[src/rtl/branch_ctrl.sv]
// EX-stage branch resolution: outcome decode, mispredict redirect, timed front-end flush.
// Optional 2-bit BHT for fetch prediction, enabled by BRANCH_CTRL_BHT_EN.
module branch_ctrl #(
    parameter int unsigned FLUSH_CYCLES = 2,
    parameter int unsigned BHT_ENTRIES  = 64
) (
    input  logic        clk,
    input  logic        rst,
    input  logic [31:0] if_pc,
    output logic        if_pred_taken,
    input  logic        ex_valid,
    input  logic        ex_stall,
    input  logic [2:0]  ex_funct3,
    input  logic [31:0] ex_pc,
    input  logic [31:0] ex_target,
    input  logic        ex_pred_taken,
    output logic        br_un,
    input  logic        br_eq,
    input  logic        br_lt,
    output logic        redirect,
    output logic [31:0] redirect_pc,
    output logic        flush,
    output logic        illegal_br,
    output logic [31:0] br_count,
    output logic [31:0] mispred_count
);

    localparam int unsigned CNT_W = 4;
    localparam int unsigned IDX_W = $clog2(BHT_ENTRIES);

    typedef enum logic {S_IDLE, S_FLUSH} state_t;

    state_t             state;
    logic [CNT_W-1:0]   flush_cnt;
    logic               actual_taken;
    logic               illegal;
    logic               resolve;
    logic               mispred;
    logic [31:0]        seq_pc;

    assign br_un = ex_funct3[1];

    // Outcome decode from comparator flags
    always_comb begin
        actual_taken = 1'b0;
        case (ex_funct3)
            3'b000:         actual_taken = br_eq;
            3'b001:         actual_taken = !br_eq;
            3'b100, 3'b110: actual_taken = br_lt;
            3'b101, 3'b111: actual_taken = !br_lt;
            default:        actual_taken = 1'b0;
        endcase
    end

    assign illegal = (ex_funct3[2:1] == 2'b01);
    assign resolve = ex_valid && !ex_stall && (state == S_IDLE);
    assign mispred = resolve && (actual_taken != ex_pred_taken);
    assign seq_pc  = 32'(ex_pc + 32'd4);

    // Resolution / flush sequencer; branches seen while flushing are squashed
    always_ff @(posedge clk) begin
        if (rst) begin
            state         <= S_IDLE;
            flush_cnt     <= '0;
            redirect      <= 1'b0;
            redirect_pc   <= '0;
            flush         <= 1'b0;
            illegal_br    <= 1'b0;
            br_count      <= '0;
            mispred_count <= '0;
        end else begin
            redirect   <= 1'b0;
            illegal_br <= 1'b0;
            case (state)
                S_IDLE: begin
                    if (resolve) begin
                        br_count   <= br_count + 32'd1;
                        illegal_br <= illegal;
                        if (mispred) begin
                            mispred_count <= mispred_count + 32'd1;
                            redirect      <= 1'b1;
                            redirect_pc   <= actual_taken ? ex_target : seq_pc;
                            flush         <= 1'b1;
                            flush_cnt     <= CNT_W'(FLUSH_CYCLES - 1);
                            state         <= S_FLUSH;
                        end
                    end
                end
                S_FLUSH: begin
                    if (flush_cnt == '0) begin
                        flush <= 1'b0;
                        state <= S_IDLE;
                    end else begin
                        flush_cnt <= flush_cnt - CNT_W'(1);
                    end
                end
                default: state <= S_IDLE;
            endcase
        end
    end

`ifdef BRANCH_CTRL_BHT_EN
    logic [1:0]       bht [BHT_ENTRIES];
    logic [IDX_W-1:0] rd_idx;
    logic [IDX_W-1:0] wr_idx;
    logic             unused_if_pc;

    assign rd_idx        = if_pc[IDX_W+1:2];
    assign wr_idx        = ex_pc[IDX_W+1:2];
    assign if_pred_taken = bht[rd_idx][1];
    assign unused_if_pc  = ^{if_pc[31:IDX_W+2], if_pc[1:0]};

    // Saturating 2-bit counters, trained on legal resolutions only
    always_ff @(posedge clk) begin
        if (rst) begin
            for (int i = 0; i < BHT_ENTRIES; i++) bht[i] <= 2'b01;
        end else if (resolve && !illegal) begin
            if (actual_taken) begin
                if (bht[wr_idx] != 2'b11) bht[wr_idx] <= bht[wr_idx] + 2'd1;
            end else begin
                if (bht[wr_idx] != 2'b00) bht[wr_idx] <= bht[wr_idx] - 2'd1;
            end
        end
    end
`else
    logic unused_if_pc;

    assign if_pred_taken = 1'b0;
    assign unused_if_pc  = ^if_pc;
`endif

endmodule
[config.mk]
export PLATFORM = sky130hd
export DESIGN_NAME = branch_ctrl
export DESIGN_NICKNAME = d
export VERILOG_FILES = /design/src/rtl/branch_ctrl.sv
export SDC_FILE = /design/constraint.sdc
export NUM_CORES = 1
export LEC_CHECK = 0
export CAP_MARGIN = 25
export CORE_MARGIN = 2
export CORE_UTILIZATION = 44
export CTS_CLUSTER_SIZE = 8
export DETAILED_ROUTE_END_ITERATION = 16
export PLACE_DENSITY = 0.81
export SLEW_MARGIN = 20
export SYNTH_ARGS = -nofsm -noshare
export SYNTH_HDL_FRONTEND = slang
export SYNTH_SLANG_ARGS = --single-unit
[constraint.sdc]
create_clock -name clk -period 3.2 [get_ports clk]
set_input_delay 0.64 -clock clk [delete_from_list [all_inputs] [get_ports clk]]
set_output_delay 0.64 -clock clk [all_outputs]
set_load 0.01 [all_outputs]
==> results.json <==
{
  "overflow": 0,
  "die_y_um": 114,
  "grtUsageTotal": 0.243,
  "crit_slowest_cell": "or4_4",
  "core_area_um2": 11900,
  "fillCellCount": 1035,
  "cp-start-kind": "input pin",
  "r2r-start": "mispred_count[15]",
  "clkLatencyLatePin_ns": 0.34,
  "ff2ff_setup_slack_ns": 0.74,
  "syn_avg_cell_area_um2": 8.08,
  "mostFrequentLayoutCells": "clkdlybuf4s50_1, dfxtp_1, nand2_1, nor2_1, a21oi_1",
  "required_ns": 3.47,
  "synth_edf_count": 0,
  "drive_gt1_frac": 0.0702,
  "cts_buffers": 9,
  "drc": 0,
  "synthCells": 661,
  "wire_per_inst_um": 16.2,
  "holdPathEnd": "redirect_pc[5]",
  "grt_pass1_vias": 5266,
  "path_max_fanout": 20,
  "first_pass_iters": 5,
  "relSlewSlack": 0.438,
  "rr_endpoint": "mispred_count[27]",
  "yosys_warnings": 0,
  "place_hpwl_mm": 12.1,
  "cp_slowest_stage_delay_ns": 0.60,
  "grt_pass1_wl_mm": 25.6,
  "drt-total-wl_mm": 16.0,
  "first_iter_violations": 520,
  "timing.fmax_ghz": 0.348,
  "antenna_found_initial": 1,
  "synthFlopType": "dfxtp_1",
  "arrival_ns": 3.14,
  "worstPathCellList": "clkdlybuf4s50_1 > xor2_1 > a221oi_1 > or4_4 > or4_1 > a21oi_1",
  "rsz0062_at_grt": "no",
  "num_io_pins": 207,
  "synth-seq-cells": 104,
  "vias": 5673,
  "clockBufferDepth": 2,
  "synth-seq-area-share": 0.390,
  "outcome": "completed",
  "slew_viol_final": 0,
  "crit_buf_inv": 1,
  "utilization": 0.640,
  "final_common_cell": "clkdlybuf4s50_1",
  "report.final.hold_viol_count": 0,
  "clock-root-buffer": "clkbuf_16",
  "min_path_cells": 2,
  "syn-num-nets": 772,
  "clock-sinks": 104,
  "hold-worst-slack_ns": 0.454,
  "worstSetupPathType": "in2reg",
  "postCtsResizedCells": 0,
  "min_from": "redirect_pc[5]",
  "htree_levels": 3,
  "end_kind": "flip-flop",
  "path_clk_slew_ns": 0.07,
  "reg2regPathDepth": 5,
  "syn-cell-area_um2": 5340,
  "postCtsSetupBuffers": 0,
  "min_period_ns": 2.87,
  "portBuffers": 173,
  "floorplan.initialDensity": 0.448,
  "cp_top_family": "simple AND/OR/NAND/NOR gates",
  "hold_path.class": "reg2reg",
  "finalSetupTns_ns": 0,
  "worst_pin_slew_ns": 0.835,
  "fin_skew_ns": 0.00562,
  "cts_tree": "yes",
  "die_w_um": 114,
  "num_rows": 40,
  "synthToLayoutAreaGrowth_pct": 42.9,
  "fin_crit_sh": 0.898,
  "viasPerCell": 5.75,
  "leakage_nw": 2.58,
  "maxCapViolations": 0,
  "gp_congestion": 0.910,
  "design.die.area_um2": 13000,
  "vdd_drop_max_v": 0.000235,
  "finalSetupViolCount": 0,
  "hold_buffers": 0,
  "ys_types": 54,
  "async_flop_share": 0,
  "nNetsFinal": 948,
  "powerDensity_nw_per_um2": 374,
  "grt_start_max_net_pins": 52,
  "diodes": 0,
  "antenna_left": 0
}
==> power breakdown <==
| group | internal (mW) | switching, mW |
|---|---|---|
| sequential | 1.32 | 0.0199 |
| clock | 0.624 | 0.492 |
| combinational | 0.203 | 0.194 |
==> cell usage after synthesis (all sizes together), types with 5 or more instances <==
master | count | area share
xnor2 | 18 | 0.030
o31ai | 12 | 0.017
clkbuf | 33 | 0.023
inv | 20 | 0.014
nand2 | 66 | 0.046
nand3 | 41 | 0.038
and2 | 6 | 0.0070
a211oi | 6 | 0.0084
a21oi | 46 | 0.043
or3 | 24 | 0.029
and3 | 20 | 0.023
o221ai | 7 | 0.011
nor3 | 11 | 0.010
a211o | 6 | 0.0098
a32o | 6 | 0.011
and4 | 7 | 0.011
nand4 | 33 | 0.040
dfxtp | 104 | 0.39
nor2 | 59 | 0.041
nor4 | 13 | 0.015
ha | 5 | 0.012
or4 | 14 | 0.022
o21ai | 23 | 0.022
xor2 | 38 | 0.062
==> tightest hold or removal path, delay by kind of cell, from the launching register on <==
kind / cells / cell delay [ns]
DFF: 1 / 0.31
and+or+nand+nor: 1 / 0.05
AOI/OAI and AO/OA: 1 / 0.05
==> cells by family after synthesis <==
| group | after synthesis | share of synthesized area |
|---|---|---|
| buf+inv | 58 | 0.0436 |
| simple gates | 304 | 0.299 |
| compound gates | 133 | 0.164 |
| fa+ha+maj | 5 | 0.0117 |
| flops | 104 | 0.390 |
| xor+xnor | 56 | 0.0919 |
| other cells | 1 | 0.000702 |
==> routing by layer <==
layer	share of wire	GRT usage
met5	0	0
met4	0.022	0.0813
met3	0.080	0.0683
met2	0.48	0.415
met1	0.42	0.296
==> area by class of cell <==
type	instances	area [µm²]	area share
timing repair buffer	202	1940	0.255
clock inverter	4	55.1	0.00722
inverter	21	78.8	0.0103
sequential	104	2080	0.273
clock buffer	10	239	0.0313
multi-input combinational	499	3050	0.399
tap	147	184	0.0241
==> worst max-delay path by stage <==
stage                   from           endpoint  slack (ns)  depth (start not counted)
2_1_floorplan  ex_pred_taken  mispred_count[27]        0.62                          7
6_report        ex_funct3[0]  mispred_count[27]        0.33                          6
4_1_cts         ex_funct3[0]  mispred_count[11]        0.41                          6
3_5_place_dp    ex_funct3[0]  mispred_count[15]        0.05                          7
3_3_place_gp    ex_funct3[0]  mispred_count[17]        0.12                          7
5_1_grt         ex_funct3[0]  mispred_count[17]        0.28                          7
==> per-stage QoR <==
stage          worst slack, ns  instance area, µm²  std cells  power (mW)
6_report                 0.327                7630        987        2.86
3_5_place_dp            0.0523                7330        973        1.77
2_1_floorplan            0.624                5340        661        1.54
4_1_cts                  0.409                7630        987        2.88
5_1_grt                  0.281                7630        987        2.96
3_3_place_gp             0.115                7330        973        1.76
==> flip-flops by register name (all words and copies together) (netlist names) <==
signal,cells
br_count,32
mispred_count,32
redirect_pc,32
flush_cnt,4
flush,1
illegal_br,1
redirect,1
state,1
(Power assumes the default switching activity.)
